### src/rtl/rr_arb_pkg.sv
// Shared types, default sizes and the round-robin winner search for reg_write_arbiter.
package rr_arb_pkg;

  typedef enum logic [0:0] {
    IDLE  = 1'b0,
    GRANT = 1'b1
  } state_t;

  localparam int unsigned DEF_N     = 4;
  localparam int unsigned DEF_W     = 8;
  localparam int unsigned N_MAX     = 16;
  localparam int unsigned IDX_MAX_W = 4;

  // First asserted request at or after ptr, wrapping modulo n; 0 when nothing is requested.
  function automatic logic [IDX_MAX_W-1:0] rr_winner(input logic [N_MAX-1:0]     req,
                                                     input logic [IDX_MAX_W-1:0] ptr,
                                                     input int unsigned          n);
    logic [IDX_MAX_W-1:0] win;
    logic                 found;
    int unsigned          idx;
    win   = '0;
    found = 1'b0;
    for (int unsigned i = 0; i < N_MAX; i++) begin
      idx = (32'(ptr) + i) % n;
      if (!found && (i < n) && req[idx[IDX_MAX_W-1:0]]) begin
        win   = idx[IDX_MAX_W-1:0];
        found = 1'b1;
      end
    end
    return win;
  endfunction

endpackage

### src/rtl/wr_en_reg.sv
// W-bit storage register with synchronous active-high reset and write enable.
module wr_en_reg #(
  parameter int unsigned W = 8
) (
  input  logic         clk,
  input  logic         reset,
  input  logic         en,
  input  logic [W-1:0] d,
  output logic [W-1:0] q
);

  always_ff @(posedge clk) begin
    if (reset) begin
      q <= '0;
    end else if (en) begin
      q <= d;
    end
  end

endmodule

### src/rtl/reg_write_arbiter.sv
// Round-robin arbiter granting one of N requesters a single write into a shared register.
// Optional burst hold via lock[] is compiled in with RR_ARB_LOCK_EN.
module reg_write_arbiter
  import rr_arb_pkg::*;
#(
  parameter int unsigned N = DEF_N,
  parameter int unsigned W = DEF_W
) (
  input  logic                 clk,
  input  logic                 reset,
  input  logic [N-1:0]         req,
  input  logic [N*W-1:0]       wdata,
`ifdef RR_ARB_LOCK_EN
  input  logic [N-1:0]         lock,
`endif
  output logic [N-1:0]         grant,
  output logic [$clog2(N)-1:0] owner,
  output logic [W-1:0]         q,
  output logic                 busy
);

  localparam int unsigned IW = $clog2(N);

  state_t        state;
  logic [IW-1:0] ptr;
  logic [IW-1:0] win;
  logic [W-1:0]  slot [N];
  logic          wr_en;
  logic          hold;

  for (genvar i = 0; i < N; i++) begin : g_slot
    assign slot[i] = wdata[i*W +: W];
  end

  assign win   = IW'(rr_winner(N_MAX'(req), IDX_MAX_W'(ptr), N));
  assign wr_en = (state == GRANT);

`ifdef RR_ARB_LOCK_EN
  assign hold = lock[owner] & req[owner];
`else
  assign hold = 1'b0;
`endif

  // Two-state grant sequencer; grant/owner/busy are registered.
  always_ff @(posedge clk) begin
    if (reset) begin
      state <= IDLE;
      grant <= '0;
      owner <= '0;
      ptr   <= '0;
      busy  <= 1'b0;
    end else begin
      case (state)
        IDLE: begin
          if (|req) begin
            grant <= N'(1) << win;
            owner <= win;
            busy  <= 1'b1;
            state <= GRANT;
          end else begin
            grant <= '0;
          end
        end
        GRANT: begin
          if (!hold) begin
            ptr   <= (owner == IW'(N - 1)) ? '0 : owner + 1'b1;
            grant <= '0;
            busy  <= 1'b0;
            state <= IDLE;
          end
        end
        default: begin
          state <= IDLE;
          grant <= '0;
          busy  <= 1'b0;
        end
      endcase
    end
  end

  wr_en_reg #(.W(W)) u_reg (
    .clk   (clk),
    .reset (reset),
    .en    (wr_en),
    .d     (slot[owner]),
    .q     (q)
  );

endmodule

### config.mk
export PLATFORM = sky130hd
export DESIGN_NAME = reg_write_arbiter
export DESIGN_NICKNAME = d
export VERILOG_FILES = /design/src/rtl/rr_arb_pkg.sv /design/src/rtl/wr_en_reg.sv /design/src/rtl/reg_write_arbiter.sv
export SDC_FILE = /design/constraint.sdc
export NUM_CORES = 1
export LEC_CHECK = 0
export CORE_MARGIN = 2
export CORE_UTILIZATION = 33
export DETAILED_ROUTE_END_ITERATION = 7
export PLACE_DENSITY = 0.83
export SLEW_MARGIN = 20
export SYNTH_ARGS = -nofsm -noshare
export SYNTH_HDL_FRONTEND = slang
export SYNTH_HIERARCHICAL = 1
export SYNTH_SLANG_ARGS = --single-unit
export TNS_END_PERCENT = 20
### constraint.sdc
create_clock -name clk -period 1.34 [get_ports clk]
set_input_delay 0.268 -clock clk [delete_from_list [all_inputs] [get_ports clk]]
set_output_delay 0.268 -clock clk [all_outputs]
set_load 0.05 [all_outputs]
== After elaboration in Yosys (flattened, before gate mapping) ==
Index checks and enable logic that the tools add are counted.
Operators by class
  add/subtract/negate cells: 4
  $mul: 0
  div/mod/pow operators: 0
  $lt $le $gt $ge: 5
  equality and inequality tests: 2
  shift operators: 1
  multiplexer cells: 25
  bitwise logic cells: 2
  reductions and logical operators: 8
Operators by type and width (number)
  $lt 2x5->1 const B: 4
  $bmux 8 s2: 1
  $mux 8: 2
  $mux 2: 5
  $mux 1: 9
  $bmux 1 s2: 4
  $pmux 4 s2: 1
  $add 2x1->2 const B: 2
  $add 2x2->2 const B: 2
  $mux 4: 1
  $pmux 1 s2: 2
  $reduce_or 4->1: 1
  $shl 1x2->4 const A: 1
  $ge 3x3->1 const B: 1
  $logic_and 1x1->1: 3
  $logic_not 1->1: 3
  $not 2->3: 1
  $eq 2x2->1 const B: 1
  $ne 2x2->1 const B: 1
  $reduce_and 2->1: 1
  $not 1->1: 1
Word-level totals
  bits in registers: 18
  bits in latches: 0
  memory bits (writable): 0
  memory bits (read-only): 0
  input bits: 38
  output and inout bits: 15
  logic and storage cells: 53
  memories kept: 0

== Depth between registers and ports, before layout ==
  word-level depth: 15
  depth in mapped cells: 4
  gate-level depth less buffers: 4

== By module ==
The synthesis kept the hierarchy.
By module, submodules not included
  reg_write_arbiter: instances 1, cells an instance 52, area each 636.9 um2, seq. area each 200.2 um2
  wr_en_reg: instances 1, cells an instance 26, area each 285.3 um2, seq. area each 160.2 um2

== Worst setup path after synthesis ==
OpenSTA, ideal clock, no wires.
  path type: register to register
  from: reg owner[0]
  to: reg u_reg.q[0]
  setup time: 124 ps
  arrival: 1680 ps
  data required time: 1216 ps
  path slack: -464 ps
  cell stages (with the launch flop): 5
  path buffers: 1
  period minus slack after synthesis: 1804 ps
  cells stage by stage: dfxtp_1 buf_2 mux4_2 mux2i_1 nor2_1
Between the ends
  cells in the longest elaborated chain, start to end: 4
Ends and longest elaborated chain
  from (decl): line reg_write_arbiter.sv:17  | output logic [$clog2(N)-1:0] owner,
  from (signal assigned): line reg_write_arbiter.sv:57  | owner <= win;
  $not 2->3 (implied by the code): line reg_write_arbiter.sv:85  | .d (slot[owner]),
  $bmux 8 s2: line reg_write_arbiter.sv:85
  $mux 8 (implied by the code) (2 in series): line reg_write_arbiter.sv:85
  to (signal assigned): line wr_en_reg.sv:14  | q <= '0;
  to (signal assigned): line wr_en_reg.sv:16  | q <= d;
  to (decl): line wr_en_reg.sv:9  | output logic [W-1:0] q
No other way between the ends. The select of a mux whose other input is x is not followed.
A chain may end at the register's enable or synchronous reset.

== Final worst setup path ==
  from: reg owner[0]
  to: reg u_reg.q[2]
The elaborated chain is that of the path after synthesis.

==> results.toml <==
[final_layout]
diodes = 0
area_delta_synth_final_pct = 85.48
final_cell_area_sq_mm = 0.001710
drive_gt1_share_pct = 30.88
final_nets = 176

[sta]
worst_slew_pin_slew_ns = 0.3313
setup_viol = 0
grt_setup_unrepaired = "yes"
tns_ns = 0
skew_ns = 0.007967
fmax_mhz = 754.0
worst_slack_ns = 0.01380
period_share_pct = 98.97
timing.final.crit_period_ns = 1.326
hold_viol = 0
maxSlewViolCount = 0
max-slew-margin-rel_pct = 77.91
hold-worst-slack_ns = 0.5187

[placed_design]
dp_slack_ns = -0.3861
postPlaceCellArea_sq_mm = 0.001658
dp_hpwl_mm = 2.075
place.gp.congestion = 0.7602
port_buffers = 52

[drt]
vias = 894
drt-vias-per-instance = 5.353
drt_first_iter_violations = 6
wl_per_cell_um = 16.23
drc = 0
wl_mm = 2.710
dr.pass1.iters = 4
ant_nets = 0

[worst_setup_path]
worstPathArrival_ns = 1.51
crit_required_ns = 1.52
slowest_stage = "mux4_2"
worstSetupEndpoint = "u_reg/q[2]"
reg2reg_slack_ns = 0.01
r2r-start = "owner[0]"
path_depth = 3
crit_family = "multiplexers"
crit_start = "owner[0]"
worstSetupEndpointType = "flip-flop"
worst_r2r_path_depth = 3
cp-start-kind = "flip-flop"
crit_chain = "mux4_2, mux2i_1, nor2_1"
path_buf_inv = 0
max_stage_delay_ns = 0.53
critical_path_class = "flip-flop to flip-flop"
reg2reg_to = "u_reg/q[2]"
crit_path_max_fanout = 9

[yosys]
synth_edf_count = 0
yosysTopAreaCellShare_pct = 39.08
syn_inst = 78
synth_cell_types = 29
synth_common_cells = "dfxtp_1 (18), mux2i_1 (11), nor2_1 (11)"
syn_avg_cell_area_sq_um = 11.82
synth_top_flop_cell = "dfxtp_1"
synth_seq_cells = 18
syn-num-nets = 117
async_flop_share_pct = 0
yosysTopAreaCell = "dfxtp_1"
syn_area_sq_um = 922.1
yosysWarnings = 6
yosysSeqAreaShare_pct = 39.08
synth.most_common_cell = "dfxtp_1"
synthTopCellsByArea = "dfxtp_1 (39%), mux4_2 (20%), mux2i_1 (12%)"

[floorplan]
row_count = 19
core_sq_mm = 0.002710
die_w_um = 56.86
start_util_pct = 34.03
die_area_sq_mm = 0.003233
ios = 53
die_h_um = 56.86

[run]
cap_viol_max_count = 0

[power_and_ir_drop]
peakVddDrop_v = 0.0006926
cellPowerDensity_mw_per_mm2 = 907.4
leakage_nw = 0.6602
power_w = 0.001552

[cts]
htree_levels = 1
post-cts-setup-buffers = 0
ctsLongestPathBuffers = 2
root_buffer = "clkbuf_4"
cts_tree = "yes"
cts_num_sinks = 18
cts_buffers = 3
insertion_delay_ns = 0.29
clk_pin_slew_worst_paths_ns = 0.10

[global_routing]
grt_max_degree = 14
grt_usage_pct = 17.33
grt_pass1_vias = 1003
overflow = 0
antenna_found_initial = 0
grt_pass1_wl_mm = 4.422

[min_path]
hold_depth = 2
min_path_type = "flip-flop to flip-flop"

[status]
run_status = "completed"
repair_timing:
action                     CTS  global route
hold buffers                 0             0
pin swaps                    0             1
gates resized for setup      6             1
setup endpoints to repair    6            11
metal layers:
metal  wire, um  GRT usage (%)
met5          0              0
met4         57          7.309
met1       1017          17.38
met3        209          6.221
met2       1426          31.89
flip-flops by register name (all words and copies together), names as in the netlist:
register	cells
state	1
ptr	2
busy	1
owner	2
grant	4
u_reg/q	8
cell families after synthesis:
family | synth area share, %
AND/OR/NAND/NOR | 12.35
multiplexers | 31.48
flip-flops | 39.08
AO/OA/AOI/OAI | 11.67
buffers and inverters | 4.070
adder cells (fa/ha/maj) | 1.357
worst min-delay path, delay by kind of cell (launching register included):
kind / cells / cell delay (ns)
buf+inv: 1 / 0.06
flops: 1 / 0.36
compound gates: 1 / 0.06
through the flow:
stage | utilization, % | cells
after floorplan | - | 78
after global routing | 63.11 | 167
after detailed placement | 61.17 | 163
after CTS | 63.07 | 167
final | 63.11 | 167
after global placement | 61.17 | 163
report_power, final:
part / internal [W] / leakage (nW) / switching (W)
combinational: 0.000337 / 0.490 / 0.000246
clock: 0.000165 / 0.0210 / 0.000162
sequential: 0.000578 / 0.149 / 0.0000637
final cells by class:
cell class                 count  area, sq um
clock buffer                   4        36.28
timing repair buffer          58        715.7
tap                           31        38.79
inverter                       3        13.76
multi-input combinational     53        539.3
sequential                    18        366.6
fill                         226        999.7
cells in the final DEF (no fill, tap or decap), drive strengths merged, types with 2 or more instances in the layout:
cell,instances
clkbuf,4
clkdlybuf4s50,34
mux4,8
mux2i,11
o21ai,2
inv,3
nor4,2
dfxtp,18
buf,21
nor2b,3
dlygate4sd2,3
nor2,11
a211oi,2
how the worst min path moves through the flow:
stage / startpoint / endpoint / slack (ns)
after global routing: busy / busy / 0.56
after floorplan: reset / ptr[0] / 0.34
after global placement: busy / busy / 0.49
after detailed placement: busy / busy / 0.51
final: busy / busy / 0.52
after CTS: busy / busy / 0.52
Note: power is estimated with default switching activity, not from simulation.
